$ cat config.mk
export PLATFORM = sky130hd
export DESIGN_NAME = ps2_key_event_fifo
export DESIGN_NICKNAME = d
export VERILOG_FILES = /design/src/rtl/ps2_key_event_fifo.sv
export SDC_FILE = /design/constraint.sdc
export NUM_CORES = 1
export LEC_CHECK = 0
export ABC_AREA = 0
export CORE_MARGIN = 10
export CORE_UTILIZATION = 28
export CTS_CLUSTER_SIZE = 40
export DETAILED_ROUTE_END_ITERATION = 8
export HOLD_SLACK_MARGIN = 0.05
export PLACE_DENSITY = 0.51
export SYNTH_ARGS = -nofsm -noshare
export SYNTH_HDL_FRONTEND = slang
export SYNTH_SLANG_ARGS = --single-unit
$ cat constraint.sdc
create_clock -name clk -period 9.9 [get_ports clk]
set_input_delay 2.475 -clock clk [delete_from_list [all_inputs] [get_ports clk]]
set_output_delay 2.475 -clock clk [all_outputs]
set_load 0.03 [all_outputs]
$ cat src/rtl/ps2_key_event_fifo.sv
// PS/2 set-2 scan-code decoder feeding a show-ahead event FIFO.
// Events are {brk, ext, code}; irq/overflow are sticky until int_clear.
module ps2_key_event_fifo #(
  parameter int DEPTH          = 8,
  parameter int PREFIX_TIMEOUT = 50000
) (
  input  logic       clk,
  input  logic       reset,
  input  logic       in_valid,
  input  logic [7:0] in_data,
  input  logic       rd_en,
  input  logic       int_clear,
  output logic [9:0] rd_data,
  output logic       empty,
  output logic       full,
  output logic [4:0] count,
  output logic       overflow,
  output logic       irq
);
  localparam int AW = (DEPTH > 1) ? $clog2(DEPTH) : 1;
  localparam int TW = $clog2(PREFIX_TIMEOUT + 1);
  localparam logic [TW-1:0] TO_LAST = TW'(PREFIX_TIMEOUT - 1);

  typedef enum logic [2:0] {IDLE, E0, F0, E0F0, SKIP} state_t;

  state_t         state_q, state_d;
  logic [2:0]     skip_q, skip_d;
  logic [TW-1:0]  to_q, to_d;
  logic [AW-1:0]  wr_ptr_q, wr_ptr_d, rd_ptr_q, rd_ptr_d;
  logic [4:0]     count_q, count_d;
  logic           ovf_q, ovf_d, irq_q, irq_d;
  logic [9:0]     mem_q [DEPTH];

  logic           push;
  logic [9:0]     push_data;
  logic           do_push, do_pop, drop;

  // Decoder: bytes are only examined on in_valid; idle prefixes time out.
  always_comb begin
    state_d   = state_q;
    skip_d    = skip_q;
    to_d      = to_q;
    push      = 1'b0;
    push_data = 10'h000;
    if (in_valid) begin
      to_d = '0;
      unique case (state_q)
        IDLE: begin
          unique case (in_data)
            8'hE0: state_d = E0;
            8'hF0: state_d = F0;
            8'hE1: begin
              state_d = SKIP;
              skip_d  = 3'd7;
            end
            8'h00, 8'hAA, 8'hEE, 8'hFA, 8'hFE, 8'hFF: ;
            default: begin
              push      = 1'b1;
              push_data = {2'b00, in_data};
            end
          endcase
        end
        E0: begin
          if (in_data == 8'hF0) state_d = E0F0;
          else if (in_data != 8'hE0) begin
            push      = 1'b1;
            push_data = {2'b01, in_data};
            state_d   = IDLE;
          end
        end
        F0: begin
          push      = 1'b1;
          push_data = {2'b10, in_data};
          state_d   = IDLE;
        end
        E0F0: begin
          push      = 1'b1;
          push_data = {2'b11, in_data};
          state_d   = IDLE;
        end
        SKIP: begin
          skip_d = skip_q - 3'd1;
          if (skip_q == 3'd1) begin
            push      = 1'b1;
            push_data = {2'b01, 8'hE1};
            state_d   = IDLE;
          end
        end
        default: state_d = IDLE;
      endcase
    end else if (state_q == IDLE) begin
      to_d = '0;
    end else if (to_q == TO_LAST) begin
      state_d = IDLE;
      skip_d  = 3'd0;
      to_d    = '0;
    end else begin
      to_d = to_q + 1'b1;
    end
  end

  assign empty = (count_q == 5'd0);
  assign full  = (count_q == 5'(DEPTH));

  // A pop while full frees the slot the simultaneous push lands in.
  always_comb begin
    do_pop   = rd_en && !empty;
    do_push  = push && (!full || do_pop);
    drop     = push && !do_push;
    wr_ptr_d = do_push ? wr_ptr_q + 1'b1 : wr_ptr_q;
    rd_ptr_d = do_pop  ? rd_ptr_q + 1'b1 : rd_ptr_q;
    count_d  = count_q + {4'b0, do_push} - {4'b0, do_pop};
    irq_d    = do_push ? 1'b1 : (int_clear ? 1'b0 : irq_q);
    ovf_d    = drop    ? 1'b1 : (int_clear ? 1'b0 : ovf_q);
  end

  always_ff @(posedge clk) begin
    if (reset) begin
      state_q  <= IDLE;
      skip_q   <= 3'd0;
      to_q     <= '0;
      wr_ptr_q <= '0;
      rd_ptr_q <= '0;
      count_q  <= 5'd0;
      ovf_q    <= 1'b0;
      irq_q    <= 1'b0;
    end else begin
      state_q  <= state_d;
      skip_q   <= skip_d;
      to_q     <= to_d;
      wr_ptr_q <= wr_ptr_d;
      rd_ptr_q <= rd_ptr_d;
      count_q  <= count_d;
      ovf_q    <= ovf_d;
      irq_q    <= irq_d;
    end
  end

  always_ff @(posedge clk) begin
    if (!reset && do_push) mem_q[wr_ptr_q] <= push_data;
  end

  assign rd_data  = empty ? 10'h000 : mem_q[rd_ptr_q];
  assign count    = count_q;
  assign overflow = ovf_q;
  assign irq      = irq_q;
endmodule

==> results of run 1 <==
[per-layer routing]
metal	vias up	GRT usage	routed length [um]
met1	1667	0.1101	5052
met2	55	0.1678	5944
li1	1569	-	-
met5	-	0	0
met4	0	0.04230	175
met3	14	0.03084	522
[placed cells by master, fill, tap and decap left out, drive strengths merged, types with 2 or more instances in the layout]
cell type and count:
a21oi 12, clkdlybuf4s50 31, mux2i 14, ha 11
xor2 12, dfxtp 38, clkbuf 17, nor3 10
o211ai 3, xnor2 9, or2 2, a41oi 2
clkinv 4, bufinv 3, and3 8, nand4 8
clkinvlp 2, buf 6, nand2b 7, and4 2
a31oi 2, nor2b 8, and2 7, edfxtp 80
nor4b 2, nand2 15, mux4 20, nor2 47
nor4 8, o21a 5, inv 16, nand3 5
o21ai 11
[registers in the layout, indices dropped and copies added, names as in the netlist, named ones only]
| register | cells |
|---|---|
| overflow | 1 |
| count | 5 |
| rd_ptr_q | 3 |
| irq | 1 |
| wr_ptr_q | 3 |
| skip_q | 3 |
| state_q | 3 |
| to_q | 16 |
| mem_q | 80 |
[cells in the mapped netlist, drive strengths merged, types with 3 or more instances]
master and number:
a21oi 12, and2 7, and3 8, buf 7, clkbuf 11, dfxtp 38, edfxtp 80, ha 11
inv 10, mux2i 14, mux4 20, nand2 15, nand2b 7, nand3 5, nand4 8, nor2 47
nor2b 8, nor3 10, nor4 8, o211ai 3, o21a 5, o21ai 11, xnor2 9, xor2 12
[path summary, 6_finish.rpt]
path | start | endpoint | cells past startpoint
setup reg to reg | state_q[1] | count[4] | 12
setup / recovery | in_data[4] | count[4] | 13
hold reg to reg | skip_q[1] | skip_q[1] | 2
hold / removal | skip_q[1] | skip_q[1] | 2
[logic make-up after synthesis]
kind of cell,share of synthesized area
compound gates,0.06345
xor+xnor,0.03480
fa+ha+maj,0.02983
buf+inv,0.02438
flops,0.5985
mux,0.1139
simple gates,0.1352
[cell type report]
cell class,count,area [um^2]
inverter,10,37.54
fill,1805,12120
clock inverter,15,190.2
multi-input combinational,250,2059
sequential,118,3164
timing repair buffer,37,355.3
tap,234,292.8
clock buffer,17,425.4
[power groups by stage]
stage	logic, mW	registers [mW]	clock network (mW)
floorplan	0.266	0.593	0
global placement	0.384	0.617	0
detailed placement	0.387	0.618	0
CTS	0.389	0.607	0.651
global route	0.414	0.612	0.668
finish	0.382	0.603	0.635
[worst max-delay path: stages]
cell             delay, ps
clkdlybuf4s50_1        580
a2111oi_0              460
a41oi_1                140
o2111a_1               330
o21ai_2                630
mux2i_1                180
ha_1                   260
fa_1                   400
a21oi_1                150
nor2_1                  50
nor2_1                 110
xnor2_1                120
nor2_1                  60
==> summary.md, run 1 <==
| Metric | Value |
|---|---|
| Largest net degree at the start of global routing | 28 |
| Residual DRC | 0 |
| Clk_lat worst skew | between 400 and 500 ps |
| Status | complete, no violations |
| Area Overhead vs Synth | 23.46% |
| Ports | 32 |
| Worst rel slew slack | 0.3094 |
| Ant. Diodes | 0 |
| Worst Path Class, Setup | primary input to flop |
| Final Core Density | 0.3500 |
| Lkg Pwr | 2.130 nW |
| Layout cells sized above 1 | 0.1633 |
| First-pass iteration count of the detailed router | 4 |
| Setup slack, reg-to-reg | around 6400 ps |
| Vert. Die Dim | between 150 and 200 um |
| Worst clock skew | 8.894 ps |
| Tcrit/Tclk final | 0.5718 |
| Pre-CTS WS | 3778 ps |
| Cell Area, Synth | 5285 um^2 |
| Critical Path RT | 10200 ps |
| Switching share of power | 0.2973 |
| Top cells by area, synth | edfxtp_1 45%, dfxtp_1 14%, mux4_2 8.5% |
| Clk slew on worst S/H paths | roughly 60 ps |
| Synthesis warning total | 0 |
| Synth Instances | 396 |
| Pins over their slew limit | 0 |
| HP Class | flop to flop |
| Post-CTS setup buffers | 0 |
| Syn_area_per_cell | between 10 and 15 um^2 |
| Clock buffer depth | 2 |
| Sw Pwr | slightly below 500 uW |
| Setup violators final | 0 |
| Seq cells post-synth | 118 |
| DRT Wirelength | 11.69 mm |
| Hold Buf Count CTS | 0 |
| FMAX | 176.7 MHz |
| CP Capture Type | flop |
| Die Area | 24770 um^2 |
| Initial core utilization | 0.2835 |
| Layout Cells excl Fill | approximately 680 |
| Routed Antenna Nets | 0 |
| Syn nets | 421 |
| CP Launch Type | primary input |
| Core ar. | 18640 um^2 |
| Count of cell types in the netlist | 58 |
| Placed cell areas | between 5000 and 6000 um^2 |
| Seq/Total Area, Yosys | 0.5985 |
| Initial DRC count | 169 |
| Synth Flop Type | edfxtp_1 |
| WL/cell | 17.17 um |
| Final RePlAce weighted congestion | between 0.7 and 0.8 |
| CTS buffer count | 17 |
| Clock power share | 0.392 |
| Worst-Margin Slew | just over 1000 ps |
| Die Span X | roughly 160 um |
| Setup ws final | 4240 ps |
| Crit path max fanout | 12 |
| Vias in the first global route | about 3500 |
| Placed insts | 649 |
| Int Power | between 1 and 1.5 mW |
| Final setup TNS | 0 ps |
| Sequential Power Share | 0.372 |
| TritonCTS clock tree | done |
| Cell area power density | 248.3 nW/um^2 |
| Maximum vdd ir drop | 0.0001189 V |
| Nets@finish | around 460 |
| Initial antenna violation count | 0 |
| H-tree depth | 4 |
| Logic pwr share | 0.236 |
| Final Hold Vio Count | 0 |
| First-pass GRT wire length | 18.57 mm |
| Synth async-reset ratio | 0 |
| Max Cap Violations | 0 |
| Pwr Total | 1.620 mW |
| Port bufs | 31 |
| Grt ovf | 0 |
| Gr usage total | 0.09807 |
| Final worst path period need | about 5700 ps |
| Crit path DAT | 5960 ps |
| Design Area, Final | 6525 um^2 |
| HPWL Detailed | 7.775 mm |
| Hold slack | roughly 470 ps |
| # rows | 50 |
| Vias per cell | between 4 and 5 |
| Biggest area consumer among synthesized cells | edfxtp_1 |
| RSZ-0062 raised after global routing | no |
| Post-synth EDFFs | 80 |
| Resized cells post-CTS | 0 |
| # clock sinks | 118 |
| DR vias | around 3300 |
| CTS root buffer | clkbuf_16 |
| Synth top area share | 0.4545 |
Note: power is estimated with default switching activity, not from simulation.
==> run 2: changes to the inputs <==
--- a/config.mk
+++ b/config.mk
@@ -11,7 +11,7 @@
 export CTS_CLUSTER_SIZE = 40
 export DETAILED_ROUTE_END_ITERATION = 8
 export HOLD_SLACK_MARGIN = 0.05
-export PLACE_DENSITY = 0.51
+export PLACE_DENSITY = 0.52
 export SYNTH_ARGS = -nofsm -noshare
 export SYNTH_HDL_FRONTEND = slang
 export SYNTH_SLANG_ARGS = --single-unit
==> constraint.sdc (replaced) <==
create_clock -name clk -period 4.6 [get_ports clk]
set_input_delay 1.15 -clock clk [delete_from_list [all_inputs] [get_ports clk]]
set_output_delay 1.15 -clock clk [all_outputs]
set_load 0.03 [all_outputs]
==> run 2 against run 1 <==
Effect of this change: sequential power increased by 100%; power increased by 110%; sequential share of layout area about the same; critical path type unchanged; routed wire length increased by 1.5%; non-clock buffer count increased by 10; design area about the same; cell count increased by 1.5%; clock skew about the same; sequential cell count unchanged; largest power group unchanged; via count increased by 0.39%.
==> summary.md, run 2 (synthesis gave the netlist of run 1 again) <==
| Metric | Value |
|---|---|
| Status | complete, no violations |
| HP Class | flop to flop |
| Clock buffer depth | 2 |
| Die Area | 24770 um^2 |
| Origin of the critical flop-to-flop path | state_q[1] |
| CP Depth | 13 |
| Resized cells post-CTS | 0 |
| Final Hold Vio Count | 0 |
| Largest net degree at the start of global routing | 22 |
| Worst-Margin Slew | roughly 710 ps |
| Worst rel slew slack | 0.5286 |
| Core ar. | ~19000 um^2 |
| Buf/Inv on CP | 2 |
| Maximum vdd ir drop | 0.0003066 V |
| Clk_lat worst skew | 420 ps |
| Post-CTS setup buffers | 0 |
| Nets@finish | 469 |
| H-tree depth | 4 |
| Slowest CP cell | clkdlybuf4s50_1 |
| Max Cap Violations | 0 |
| CTS buffer count | 17 |
| Critical path's top delay family | compound AO/OA/AOI/OAI gates |
| Cell area power density | ~520 nW/um^2 |
| WL/cell | between 15 and 20 um |
| Worst clock skew | 9.178 ps |
| CP Capture Type | flop |
| Ports | 32 |
| Final RePlAce weighted congestion | 0.8448 |
| Vert. Die Dim | 157.4 um |
| Layout cells sized above 1 | 0.1772 |
| Filler instances | 1828 |
| Most frequent CP cell | nor2_1 |
| Most frequent cells in the layout | 80 x edfxtp_1, 46 x nor2_1, 38 x dfxtp_1 |
| Final setup TNS | 0 ps |
| First-pass GRT wire length | 19.00 mm |
| Lkg Pwr | 2.163 nW |
| # rows | 50 |
| Crit path max fanout | 8 |
| CTS root buffer | clkbuf_16 |
| Layout Cells excl Fill | 691 |
| Residual DRC | 0 |
| Port bufs | 31 |
| RSZ-0062 raised after global routing | no |
| Grt ovf | 0 |
| Tcrit/Tclk final | 0.8134 |
| Placed insts | between 600 and 700 |
| Setup slack, reg-to-reg | around 1600 ps |
| # clock sinks | ~120 |
| TritonCTS clock tree | done |
| FMAX | 267.3 MHz |
| Worst reg2reg path endpoint | count[4] |
| Clk slew on worst S/H paths | 60 ps |
| DRT Wirelength | 11.86 mm |
| Top reg by flops | mem_q |
| Ant. Diodes | 0 |
| HPWL Detailed | between 7 and 8 mm |
| Final worst path period need | 3742 ps |
| Area Overhead vs Synth | 23.51% |
| Commonest non-fill, non-tap cell in the layout | edfxtp_1 |
| Worst Path Class, Setup | primary input to flop |
| CP cell instances | clkdlybuf4s50_1 > a2111oi_0 > a41oi_1 > o2111ai_1 > a21oi_1 > buf_4 > nand2b_1 > fa_1 > a21oi_1 > nor2_1 > nor2_1 > xnor2_1 > nor2_1 |
| Crit path DAT | 4040 ps |
| Vias in the first global route | 3509 |
| DR vias | 3318 |
| Launch point of the critical path | in_data[0] |
| Largest register FFs | 80 |
| Vias per cell | 4.802 |
| Max incr delay on CP | 600 ps |
| Setup violators final | 0 |
| Initial core utilization | 0.2835 |
| Critical Path RT | 4900 ps |
| Worst R2R Path Depth | 12 |
| Die Span X | 157.4 um |
| Initial DRC count | about 220 |
| Initial antenna violation count | 0 |
| Pins over their slew limit | 0 |
| Worst Setup EP | count[4] |
| Hold Buf Count CTS | 0 |
| Gr usage total | 0.1020 |
| CP Launch Type | primary input |
| First-pass iteration count of the detailed router | 4 |
| Routed Antenna Nets | 0 |
-- run 2: cell type report --
type                    instances  area (um^2)  share of cell area
clock buffers                  17        425.4             0.06517
clock inverters                15        153.9             0.02358
inverters                      10        37.54            0.005750
well taps                     234        292.8             0.04485
repair buffers                 47        430.4             0.06594
multi-input cells             250         2024              0.3101
flip-flops and latches        118         3163              0.4846
-- run 2: where the power goes --
part           total (mW)  switching [mW]  leakage, nW  internal [mW]
combinational       0.900           0.493        0.834          0.407
clock                1.30           0.498        0.279          0.797
sequential           1.23          0.0406         1.05           1.19
total                3.43            1.03         2.16           2.39
-- run 2: per-layer routing --
layer / routed length [um] / GRT usage / up-vias
met5: 0 / 0 / -
met4: 180 / 0.04720 / 0
met3: 498 / 0.03002 / 14
met2: 6281 / 0.1781 / 68
met1: 4904 / 0.1116 / 1643
li1: - / - / 1593
-- run 2: worst min-delay path by stage --
| stage | from | to | slack, ps | depth (start not counted) |
|---|---|---|---|---|
| 2_1_floorplan | to_q[0] | to_q[0] | 430 | 1 |
| 3_3_place_gp | to_q[0] | to_q[0] | 450 | 1 |
| 3_5_place_dp | to_q[0] | to_q[0] | 460 | 1 |
| 4_1_cts | to_q[0] | to_q[0] | 480 | 1 |
| 5_1_grt | irq | irq | 520 | 2 |
| 6_report | to_q[0] | to_q[0] | 470 | 1 |
-- run 2: worst register-to-register path: cells and delay by family (launching register included) --
kind / cells / cell delay, ps
AND/OR/NAND/NOR: 6 / 880
AO/OA/AOI/OAI: 3 / 670
flip-flops: 1 / 560
adder cells (fa/ha/maj): 1 / 460
buffers and inverters: 1 / 170
XOR/XNOR: 1 / 120
-- run 2: metrics by stage --
stage	cell area (um^2)	util	worst slack (ps)	power [mW]	hold slack, ps
after floorplan	5285	-	810.7	1.848	426.1
after global placement	5948	0.3191	529.3	2.170	447.4
after detailed placement	5948	0.3191	409.4	2.180	462.9
after CTS	6528	0.3501	843.9	3.485	476.2
after global routing	6528	0.3501	576.9	3.590	517.5
final	6528	0.3501	858.3	3.426	469.1
==> run 3: changes to the inputs <==
--- a/config.mk
+++ b/config.mk
@@ -11,7 +11,7 @@
 export CTS_CLUSTER_SIZE = 40
 export DETAILED_ROUTE_END_ITERATION = 8
 export HOLD_SLACK_MARGIN = 0.05
-export PLACE_DENSITY = 0.52
+export PLACE_DENSITY = 0.51
 export SYNTH_ARGS = -nofsm -noshare
 export SYNTH_HDL_FRONTEND = slang
 export SYNTH_SLANG_ARGS = --single-unit
==> constraint.sdc (replaced) <==
create_clock -name clk -period 3.8 [get_ports clk]
set_input_delay 0.95 -clock clk [delete_from_list [all_inputs] [get_ports clk]]
set_output_delay 0.95 -clock clk [all_outputs]
set_load 0.03 [all_outputs]
==> run 3 against run 2 <==
Effect of this change: clock skew up 2.2 ps; die area stayed put; setup slack got worse by 560 ps; sequential cell count unchanged; critical path type unchanged; critical endpoint unchanged; largest power group unchanged; highest routed layer unchanged.
==> summary.md, run 3 (synthesis gave the netlist of run 1 again) <==
| Metric | Value |
|---|---|
| Layout cells sized above 1 | 0.2076 |
| HPWL Detailed | between 8 and 9 mm |
| Nets@finish | 484 |
| Resized cells post-CTS | 0 |
| Vias in the first global route | approximately 3500 |
| # rows | 50 |
| Core ar. | 18640 um^2 |
| Largest net degree at the start of global routing | 22 |
| Critical Path RT | 4090 ps |
| DRT Wirelength | 11.96 mm |
| DR vias | ~3400 |
| Filler instances | around 1800 |
| Worst-Margin Slew | 710.1 ps |
| Worst clock skew | around 11 ps |
| Most frequent cells in the layout | 80 x edfxtp_1, 46 x nor2_1, 38 x dfxtp_1 |
| Worst R2R Path Depth | 12 |
| Max Cap Violations | 0 |
| Cell area power density | between 600 and 700 nW/um^2 |
| First-pass GRT wire length | around 19 mm |
| Largest register FFs | 80 |
| Die Area | between 20000 and 25000 um^2 |
| FMAX | 285.4 MHz |
| Final RePlAce weighted congestion | 0.7552 |
| Area Overhead vs Synth | 26.09% |
| RSZ-0062 raised after global routing | no |
| Multi-input logic area | 2024 um^2 |
| Clock buffer depth | 2 |
| Slowest CP cell | clkdlybuf4s50_1 |
| Crit path max fanout | 6 |
| Final Hold Vio Count | 0 |
| CP Launch Type | primary input |
| First-pass iteration count of the detailed router | 4 |
| Die Span X | ~160 um |
| Area occupied by registers | 3163 um^2 |
| Wire length on met2 | 6.069 mm |
| Maximum vdd ir drop | ~0.00028 V |
| Most frequent CP cell | nor2_1 |
| Placed insts | 674 |
| Top reg by flops | mem_q |
| Setup slack, reg-to-reg | 880 ps |
| Vert. Die Dim | 157.4 um |
| Worst Hold End | overflow |
| Layout Cells excl Fill | 706 |
| Grt ovf | 0 |
| Pins over their slew limit | 0 |
| Lkg Pwr | 2.249 nW |
| CTS buffer count | 17 |
| CP Capture Type | flop |
| Crit path DAT | 3790 ps |
| Routed met1 length | 5.302 mm |
| Worst rel slew slack | 0.5260 |
| Clk_lat worst skew | 410 ps |
| Tcrit/Tclk final | 0.9221 |
| CTS root buffer | clkbuf_16 |
| # clock sinks | 118 |
| Uppermost layer routed | met4 |
| Initial antenna violation count | 0 |
| Setup violators final | 0 |
| Post-CTS setup buffers | 0 |
| Hold_sp | overflow |
| Origin of the critical flop-to-flop path | state_q[1] |
| Hold Buf Count CTS | 0 |
| Worst Path Class, Setup | primary input to flop |
| Residual DRC | 0 |
| Clk slew on worst S/H paths | 50 ps |
| Status | complete, no violations |
| Port bufs | 31 |
| Worst reg2reg path endpoint | count[4] |
| Ports | 32 |
| Hold depth | 2 |
| Initial core utilization | 0.2835 |
| Met3 wire length | about 460 um |
| H-tree depth | 4 |
| Routed Antenna Nets | 0 |
| Final worst path period need | 3504 ps |
| TritonCTS clock tree | done |
| WL/cell | 16.94 um |
| Final Core Density | 0.3575 |
| Vias per cell | 4.771 |
| HP Class | flop to flop |
| Ant. Diodes | 0 |
| Commonest non-fill, non-tap cell in the layout | edfxtp_1 |
| Initial DRC count | 146 |
| Gr usage total | 0.1023 |
| Max incr delay on CP | between 500 and 600 ps |
| CP cell instances | clkdlybuf4s50_1 > nor4_4 > nand2_2 > buf_4 > a311oi_1 > a21oi_1 > nand2b_1 > fa_1 > a21oi_1 > nor2_1 > nor2_1 > xnor2_1 > nor2_1 |
==> run 3: cell types whose count changed in the layout (fill, tap and decap cells not counted), sizes merged <==
| cell | delta |
|---|---|
| buf | +15 |
| inv | +8 |
| clkinv | -7 |
| clkinvlp | -1 |
==> run 3: worst max-delay path by stage <==
stage	startpoint	to	slack [ps]	cells past startpoint
finish	in_data[0]	count[4]	300	13
global route	in_data[0]	count[4]	80	13
CTS	flop	rd_data[3]	290	5
detailed placement	in_data[0]	count[4]	-80	13
global placement	in_data[0]	count[4]	-10	13
floorplan	count[3]	count[4]	10	14
==> run 3: report_power, final <==
group | internal (mW) | total, mW | switching, mW
registers | 1.44 | 1.49 | 0.0503
logic | 0.504 | 1.10 | 0.601
clock network | 0.994 | 1.63 | 0.640
==> run 3: area by class of cell <==
| type | instances | area share |
|---|---|---|
| Tap cell | 234 | 0.04394 |
| Clock inverter | 15 | 0.02666 |
| Inverter | 10 | 0.005633 |
| Sequential cell | 118 | 0.4747 |
| Timing Repair Buffer | 62 | 0.08149 |
| Clock buffer | 17 | 0.06384 |
| Multi-Input combinational cell | 250 | 0.3038 |
==> run 3: critical path: cells and delay by family <==
| family | cells | cell delay [ps] |
|---|---|---|
| fa+ha+maj | 1 | 430 |
| simple gates | 6 | 900 |
| compound gates | 3 | 680 |
| xor+xnor | 1 | 130 |
| buf+inv | 2 | 680 |
==> run 3: stage by stage <==
| stage | setup slack, ps | hold slack (ps) | setup TNS [ps] | cell area [um^2] | power, mW |
|---|---|---|---|---|---|
| floorplan | 10.70 | 426.1 | 0 | 5285 | 2.237 |
| global route | 81.64 | 501.1 | 0 | 6664 | 4.438 |
| detailed placement | -84.34 | 470.0 | -84.34 | 6061 | 2.646 |
| CTS | 291.0 | 481.1 | 0 | 6664 | 4.295 |
| finish | 296.1 | 477.7 | 0 | 6664 | 4.227 |
| global placement | -11.69 | 434.8 | -11.69 | 6061 | 2.639 |
==> run 3: routing by layer <==
metal | track usage | vias up
met1 | 0.1198 | 1670
met4 | 0.03651 | 0
met3 | 0.03439 | 10
li1 | - | 1633
met5 | 0 | -
met2 | 0.1710 | 55
